==> src/rtl/gs232c_rr_arbiter_pkg.sv <==
// Shared types and default sizing for the gs232c round-robin arbiter.
package gs232c_rr_arbiter_pkg;

  typedef enum logic [0:0] {
    ST_IDLE  = 1'b0,
    ST_GRANT = 1'b1
  } arb_state_e;

  localparam int DEF_N     = 4;
  localparam int DEF_TMO_W = 4;

endpackage

==> src/rtl/gs232c_arb_pick.sv <==
// Lowest-set-bit picker: every bit above the first set bit is masked off.
module gs232c_arb_pick
  import gs232c_rr_arbiter_pkg::*;
#(
  parameter int N = DEF_N
) (
  input  logic [N-1:0] vec,
  output logic [N-1:0] pick,
  output logic         any
);

  logic seen_s;

  // walk upward; once a set bit has been seen, mask every higher bit
  always_comb begin
    pick   = '0;
    seen_s = 1'b0;
    for (int i = 0; i < N; i++) begin
      pick[i] = vec[i] & ~seen_s;
      seen_s  = seen_s | vec[i];
    end
    any = seen_s;
  end

endmodule

==> src/rtl/gs232c_rr_arbiter.sv <==
// Round-robin arbiter with grant hold until done/abort; optional hold timeout
// compiled in with GS232C_ARB_TIMEOUT_EN (adds the tmo port).
module gs232c_rr_arbiter
  import gs232c_rr_arbiter_pkg::*;
#(
  parameter int N     = DEF_N,
  parameter int TMO_W = DEF_TMO_W
) (
  input  logic                 clk,
  input  logic                 resetn,
  input  logic [N-1:0]         req,
  input  logic                 done,
  output logic [N-1:0]         gnt,
  output logic [$clog2(N)-1:0] gnt_idx,
  output logic                 busy
`ifdef GS232C_ARB_TIMEOUT_EN
  ,
  output logic                 tmo
`endif
);

  localparam int PW = $clog2(N);

  arb_state_e    state_r, state_nxt_s;
  logic [PW-1:0] ptr_r, ptr_nxt_s;
  logic [PW-1:0] gnt_idx_r, idx_nxt_s;
  logic [N-1:0]  gnt_r, gnt_nxt_s;
  logic          busy_r, busy_nxt_s;

  logic [PW-1:0] rel_ptr_s, cand_ptr_s;
  logic [N-1:0]  cand_req_s, hi_s, hi_pick_s, req_pick_s, win_s;
  logic          hi_any_s, req_any_s, owner_req_s, release_s, tmo_hit_s;

  function automatic logic [PW-1:0] onehot_to_idx(input logic [N-1:0] oh);
    logic [PW-1:0] idx;
    idx = '0;
    for (int i = 0; i < N; i++) begin
      if (oh[i]) idx = idx | PW'(i);
      else       idx = idx;
    end
    return idx;
  endfunction

`ifdef GS232C_ARB_TIMEOUT_EN
  // release fires on the cycle the hold counter would step onto all-ones
  localparam logic [TMO_W-1:0] TMO_LAST = {{(TMO_W-1){1'b1}}, 1'b0};
  logic [TMO_W-1:0] cnt_r, cnt_nxt_s;

  assign tmo_hit_s = (state_r == ST_GRANT) && (cnt_r == TMO_LAST);
  assign tmo       = tmo_hit_s & ~done;
`else
  assign tmo_hit_s = 1'b0;
`endif

  assign owner_req_s = |(req & gnt_r);
  assign release_s   = (state_r == ST_GRANT) & (done | ~owner_req_s | tmo_hit_s);
  assign rel_ptr_s   = (gnt_idx_r == PW'(N - 1)) ? '0 : gnt_idx_r + PW'(1);

  // on a release the outgoing owner is masked and priority starts just after it
  always_comb begin
    cand_req_s = req;
    cand_ptr_s = ptr_r;
    hi_s       = '0;
    if (release_s) begin
      cand_req_s = req & ~gnt_r;
      cand_ptr_s = rel_ptr_s;
    end else begin
      cand_req_s = req;
      cand_ptr_s = ptr_r;
    end
    for (int i = 0; i < N; i++) begin
      hi_s[i] = cand_req_s[i] & (PW'(i) >= cand_ptr_s);
    end
  end

  gs232c_arb_pick #(.N(N)) u_pick_hi (
    .vec  (hi_s),
    .pick (hi_pick_s),
    .any  (hi_any_s)
  );

  gs232c_arb_pick #(.N(N)) u_pick_req (
    .vec  (cand_req_s),
    .pick (req_pick_s),
    .any  (req_any_s)
  );

  assign win_s = hi_any_s ? hi_pick_s : req_pick_s;

  // next-state and next-output decode
  always_comb begin
    state_nxt_s = state_r;
    gnt_nxt_s   = gnt_r;
    idx_nxt_s   = gnt_idx_r;
    busy_nxt_s  = busy_r;
    ptr_nxt_s   = ptr_r;
`ifdef GS232C_ARB_TIMEOUT_EN
    cnt_nxt_s   = cnt_r;
`endif
    case (state_r)
      ST_IDLE: begin
        if (req_any_s) begin
          state_nxt_s = ST_GRANT;
          gnt_nxt_s   = win_s;
          idx_nxt_s   = onehot_to_idx(win_s);
          busy_nxt_s  = 1'b1;
`ifdef GS232C_ARB_TIMEOUT_EN
          cnt_nxt_s   = '0;
`endif
        end else begin
          state_nxt_s = ST_IDLE;
          gnt_nxt_s   = '0;
          idx_nxt_s   = '0;
          busy_nxt_s  = 1'b0;
        end
      end
      ST_GRANT: begin
        if (release_s) begin
          ptr_nxt_s = rel_ptr_s;
          if (req_any_s) begin
            state_nxt_s = ST_GRANT;
            gnt_nxt_s   = win_s;
            idx_nxt_s   = onehot_to_idx(win_s);
            busy_nxt_s  = 1'b1;
`ifdef GS232C_ARB_TIMEOUT_EN
            cnt_nxt_s   = '0;
`endif
          end else begin
            state_nxt_s = ST_IDLE;
            gnt_nxt_s   = '0;
            idx_nxt_s   = '0;
            busy_nxt_s  = 1'b0;
          end
        end else begin
          state_nxt_s = ST_GRANT;
`ifdef GS232C_ARB_TIMEOUT_EN
          cnt_nxt_s   = cnt_r + TMO_W'(1);
`endif
        end
      end
      default: begin
        state_nxt_s = ST_IDLE;
        gnt_nxt_s   = '0;
        idx_nxt_s   = '0;
        busy_nxt_s  = 1'b0;
        ptr_nxt_s   = '0;
      end
    endcase
  end

  // state, pointer and registered outputs
  always_ff @(posedge clk or negedge resetn) begin
    if (!resetn) begin
      state_r   <= ST_IDLE;
      ptr_r     <= '0;
      gnt_r     <= '0;
      gnt_idx_r <= '0;
      busy_r    <= 1'b0;
`ifdef GS232C_ARB_TIMEOUT_EN
      cnt_r     <= '0;
`endif
    end else begin
      state_r   <= state_nxt_s;
      ptr_r     <= ptr_nxt_s;
      gnt_r     <= gnt_nxt_s;
      gnt_idx_r <= idx_nxt_s;
      busy_r    <= busy_nxt_s;
`ifdef GS232C_ARB_TIMEOUT_EN
      cnt_r     <= cnt_nxt_s;
`endif
    end
  end

  assign gnt     = gnt_r;
  assign gnt_idx = gnt_idx_r;
  assign busy    = busy_r;

endmodule

==> config.mk <==
export PLATFORM = sky130hd
export DESIGN_NAME = gs232c_rr_arbiter
export DESIGN_NICKNAME = d
export VERILOG_FILES = /design/src/rtl/gs232c_rr_arbiter_pkg.sv /design/src/rtl/gs232c_arb_pick.sv /design/src/rtl/gs232c_rr_arbiter.sv
export SDC_FILE = /design/constraint.sdc
export NUM_CORES = 1
export LEC_CHECK = 0
export ABC_AREA = 1
export BUFFER_PORTS_ARGS = -buffer_cell sky130_fd_sc_hd__buf_2
export CAP_MARGIN = 40
export CORE_UTILIZATION = 46
export DETAILED_ROUTE_END_ITERATION = 12
export GPL_TIMING_DRIVEN = 0
export PLACE_DENSITY = 0.72
export SLEW_MARGIN = 20
export SYNTH_ARGS = -nofsm -noshare
export SYNTH_HDL_FRONTEND = slang
export SYNTH_SLANG_ARGS = --single-unit
==> constraint.sdc <==
create_clock -name clk -period 1.8 [get_ports clk]
set_clock_uncertainty 0.1 [all_clocks]
set_input_delay 0.36 -clock clk [delete_from_list [all_inputs] [get_ports clk]]
set_output_delay 0.36 -clock clk [all_outputs]
set_load 0.02 [all_outputs]
==> out/results.tsv, run 1 <==
metric	value	unit
vias_per_cell	5.13	
rr_worst_depth	9	
fin_area	886	µm²
gp_congestion	0.804	
die_height	39.8	µm
yosys-top-cells-area	dfrtp_1, nand2_1, nand3_1	
maxCapViolCount	0	
whs_path_depth	5	
grt.total_usage	23.7	%
grt_start_max_net_pins	11	
n_fill_cell	104	
clk_latency	0.27	ns
ant_nets	0	
layout-drive-gt1-share	38.1	%
setup_viol	0	
start_kind	flop	
crit_top_cell	nand2_1	
max_stage_delay	0.41	ns
vias	682	
htree_levels	1	
ys_ff_latch	10	
grt_overflow	0	
yosys.area.top_type_share	38.1	%
path_cells	ha_1 -> nand3b_1 -> nand2_2 -> nand3_2 -> buf_4 -> nand4_1 -> nand2_1 -> nand2_1 -> nand2_1	
vdd_drop_max	0.891	mV
diodes	0	
fin_ws	0.0315	ns
syn_area	657	µm²
synth_top_area_cell	dfrtp_1	
dr.pass1.iters	4	
drt_iter0_drc	24	
clk_pin_slew	0.07	ns
worst_pin_slew	0.334	ns
worst-setup-path-type	reg2reg	
p_per_area	1740	nW/µm²
dieWidth	39.8	µm
grt_setup_unrepaired	true	
io-pin-count	14	
routedWlPerCell	12.2	µm
ff2ff_setup_slack	0.03	ns
synth_fp_nets	99	
muxShareOfSynthArea	0	%
grt_pass1_wl	2350	µm
synthAdderAreaFrac	1.90	%
dpl.hpwl	1020	µm
crit_required	1.87	ns
antenna_found_initial	0	
fin_crit	1.77	ns
synth_cells	91	
finalCritPeriodShare	98.2	%
grt_pass1_vias	529	
area_growth	34.9	%
status	completed	
synth_top_family_by_area	simple AND/OR/NAND/NOR gates	
port_buffers	13	
endpoint_kind	flop	
wl	1620	µm
clock-root-buffer	clkbuf_4	
yosysUniqueCellTypes	19	
core	1320	µm²
initial_core_util	49.9	%
arrival	1.84	ns
final-max-slew-violation-count	0	
critical-path-slowest-cell	dfrtp_1	
nets	127	
tritoncts	done	
yosys.area_share.simple	45.5	%
yosys_warnings	0	
seq_area_frac_synth	38.1	%
max_freq	565	MHz
path_max_fanout	4	
r2r_end	gnt[0]	
dp_slack	-0.139	ns
hold_end	state_r	
dieArea	1580	µm²
clock_path_buffers	2	
leakage	0.495	nW
synth_xor_area_share	0	%
hold_viol	0	
cts_buffers	3	
setup_tns	0	ns
syn_avg_cell_area	7.22	µm²
cts.sinks	10	
worstHoldStart	req[3]	
drc_errors	0	
slew_headroom	77.7	%
r2r_start	gnt_idx[0]	
min_path_type	in2reg	
place_area	741	µm²
std_cell_rows	13	
synth-compound-area-share	6.48	%
cells in the mapped netlist:
cell type and n:
nand2_1 33, dfrtp_1 10, inv_1 10, nand3_1 9, nand2_2 5, nor2_1 4
nand4_1 3, inv_2 2, nand3_2 2, nand3b_1 2, nor2_2 2, o21ai_0 2
buf_4 1, ha_1 1, nand2_4 1, o21a_1 1, o21ai_2 1, o21ai_4 1
or2_1 1
flip-flops by register name, summed over array words and instances (netlist names):
| name | count |
|---|---|
| gnt | 4 |
| gnt_idx | 2 |
| ptr_r | 2 |
| busy | 1 |
| state_r | 1 |
power by group:
part	total [mW]	internal (mW)	switching, mW
clock	0.212	0.123	0.0889
sequential	0.373	0.319	0.0536
combinational	0.953	0.363	0.590
layer usage:
metal  up-vias  share of wire, %  global-route usage, %
met5         -                 0                      0
met4         0               2.6                   15.5
met3         5               3.3                   5.11
met2        14                46                   34.4
met1       317                48                   30.9
li1        346                 -                      -
cell usage in the layout (no fill, tap or decap), types with 2 or more instances in the layout:
cell	netlist	final
inv_1	10	10
nand2_4	1	2
buf_4	1	9
nand4_1	3	3
o21ai_0	2	2
buf_2	0	13
nand3_2	2	3
nand2_2	5	7
nand3b_1	2	2
o21ai_4	1	2
nor2_1	4	4
nand2_1	33	30
clkbuf_4	0	3
inv_2	2	2
dfrtp_1	10	10
nand3_1	9	8
timing repair:
action | 4_1_cts | 5_1_grt
setup buffers | 4 | 4
gates resized for setup | 4 | 3
hold buffers | 1 | 0
setup endpoints to repair | 5 | 6
cloned | 1 | 0
endpoints found under the hold margin | 10 | 0
pin swaps | 4 | 7
critical path, delay by kind of cell (launching register included):
kind	cells	cell delay [ns]
DFF	1	0.41
and+or+nand+nor	7	0.66
buffers and inverters	1	0.16
adders and majority gates	1	0.34
per-stage QoR:
step                total power [mW]  cells  hold slack, ns  util (%)
CTS                             1.47    129           0.349      64.0
finish                          1.54    133           0.362      67.2
global placement                1.16    119           0.137      56.2
detailed placement              1.18    119           0.138      56.2
floorplan                      0.990     91         -0.0356         -
global route                    1.66    133           0.372      67.2
cell type report:
cell class                 instances  area (µm²)  share of cell area (%)
clock buffer                       4        36.3                    4.10
multi-input combinational         69         393                    44.4
inverter                          12        45.0                    5.08
tap                               15        18.8                    2.12
timing repair buffer              22         135                    15.3
sequential                        10         250                    28.2
buffer                             1        7.51                   0.847
logic make-up after synthesis:
family	after synthesis
buf+inv	13
compound gates	5
fa+ha+maj	1
simple gates	62
flops	10
how the worst max path moves through the flow:
| stage | from | to | slack (ns) | depth (start not counted) |
|---|---|---|---|---|
| 3_5_place_dp | req[3] | gnt_idx[0] | -0.14 | 13 |
| 5_1_grt | gnt[0] | gnt[3] | -0.06 | 10 |
| 4_1_cts | gnt[1] | gnt_idx[0] | 0.002 | 12 |
| 6_report | gnt_idx[0] | gnt[0] | 0.03 | 9 |
| 2_1_floorplan | gnt[2] | gnt_idx[0] | 0.007 | 12 |
| 3_3_place_gp | req[3] | gnt_idx[0] | -0.14 | 13 |
Note: power is estimated with default switching activity, not from simulation.
==> run 2, diff against run 1 <==
CORE_AREA = 2 2 39 41   (was unset)
CORE_UTILIZATION = unset   (was 46)
DIE_AREA = 0 0 41 43   (was unset)
PLACE_DENSITY = 0.73   (was 0.72)
clock period = 2.1 ns   (was 1.8 ns; I/O delays follow)
==> out/results.tsv, run 2 (synthesized netlist as in run 1, its figures left out) <==
metric	value	unit
dr.pass1.iters	4	
hold_viol	0	
grt_pass1_vias	537	
path_cells	nand2_1 -> nand2_1 -> o21ai_4 -> buf_4 -> nand3_1 -> nand2_2 -> nand2_1 -> nand2_2 -> nand3_2 -> or2_1 -> nand3_1	
worst-setup-path-type	reg2reg	
routedWlPerCell	10.9	µm
final_cell_mix	nand2_1, buf_2, inv_1, dfrtp_1, nand3_1	
final_common_cell	nand2_1	
dp_slack	0.102	ns
slew_headroom	76.2	%
layout-drive-gt1-share	30.6	%
min_path_type	reg2reg	
io-pin-count	14	
nets	121	
p_switching	0.562	mW
htree_levels	1	
wl	1390	µm
cts.sinks	10	
grt_setup_unrepaired	false	
dpl.hpwl	1050	µm
setup_tns	0	ns
area_growth	21.3	%
endpoint_kind	flop	
port_buffers	13	
ant_nets	0	
final_util	57.6	%
critical-path-slowest-cell	dfrtp_1	
clock-root-buffer	clkbuf_4	
grt_overflow	0	
maxCapViolCount	0	
std_cell_rows	14	
power_frac_clock	11.0	%
clk_pin_slew	0.06	ns
combinationalPowerShare	60.9	%
drt_iter0_drc	17	
status	completed	
leakage	0.457	nW
grt_pass1_wl	2330	µm
largest_register_ffs	4	
max_stage_delay	0.41	ns
diodes	0	
crit_required	2.19	ns
start_kind	flop	
setup_viol	0	
fin_crit	1.88	ns
core	1380	µm²
post_cts_resized	0	
tritoncts	done	
crit_top_cell	nand2_1	
arrival	1.97	ns
n_fill_cell	152	
cts_buffers	3	
vdd_drop_max	0.715	mV
clk_latency	0.26	ns
grt_start_max_net_pins	11	
gp_congestion	0.816	
antenna_found_initial	0	
clock_path_buffers	2	
dieWidth	41	µm
worst_pin_slew	0.356	ns
grt.total_usage	19.8	%
p_per_area	1460	nW/µm²
dieArea	1760	µm²
ff2ff_setup_slack	0.22	ns
drc_errors	0	
initial_core_util	47.5	%
path_max_fanout	7	
power_frac_seq	28.2	%
vias_per_cell	4.91	
max_freq	532	MHz
vias	624	
final-max-slew-violation-count	0	
p_int	0.601	mW
p_sw_share	48.3	%
fin_ws	0.220	ns
finalCritPeriodShare	89.5	%
die_height	43	µm
==> run 2: worst max-delay path: cells and delay by family, from the launching register on <==
family                 cells  cell delay (ns)
AO/OA/AOI/OAI              1             0.27
AND/OR/NAND/NOR            9             0.89
flip-flops                 1             0.41
buffers and inverters      1             0.16
==> run 2: timing repair <==
| item | in CTS | in global routing |
|---|---|---|
| endpoints found under the setup margin | 0 | 2 |
| endpoints found under the hold margin | 10 | 0 |
| hold buffers | 1 | 0 |
| setup buffers | 0 | 3 |
==> run 2: per-stage QoR <==
stage	instances	hold slack [ns]	instance area (µm²)	power (mW)
3_3_place_gp	120	0.195	742	0.998
2_1_floorplan	91	0.0244	657	0.849
3_5_place_dp	120	0.198	742	1.01
4_1_cts	124	0.378	774	1.15
5_1_grt	127	0.403	797	1.27
6_report	127	0.372	797	1.16
==> run 2: metal layers <==
metal | share of wire, % | vias to the layer above | GRT usage (%)
li1 | - | 328 | -
met1 | 47 | 284 | 28.2
met2 | 48 | 10 | 27.2
met3 | 3.8 | 2 | 3.14
met4 | 1.4 | 0 | 12.0
met5 | 0 | - | 0
==> run 2: power groups by stage <==
stage | Clock (mW) | Sequential [mW] | Combinational (mW)
floorplan | 0 | 0.393 | 0.456
global placement | 0 | 0.329 | 0.670
detailed placement | 0 | 0.330 | 0.683
CTS | 0.134 | 0.327 | 0.689
global route | 0.146 | 0.338 | 0.785
finish | 0.128 | 0.328 | 0.708
==> run 2: worst paths after layout <==
kind / cells past startpoint / endpoint / startpoint
worst max-delay path: 11 / gnt_idx[1] / gnt[1]
worst min-delay path: 2 / busy / busy
worst max register to register: 11 / gnt_idx[1] / gnt[1]
worst min register to register: 2 / busy / busy
max in group asynchronous: 2 / gnt_idx[0] / resetn
min in group asynchronous: 2 / ptr_r[0] / resetn
==> run 2: cell type report <==
| type | instances | area [µm²] | share of cell area [%] |
|---|---|---|---|
| multi-input cells | 68 | 354 | 44.4 |
| flip-flops and latches | 10 | 250 | 31.4 |
| repair buffers | 17 | 97.6 | 12.2 |
| inverters | 12 | 45.0 | 5.65 |
| clock buffers | 3 | 22.5 | 2.83 |
| well taps | 16 | 20.0 | 2.51 |
| plain buffers | 1 | 7.51 | 0.942 |
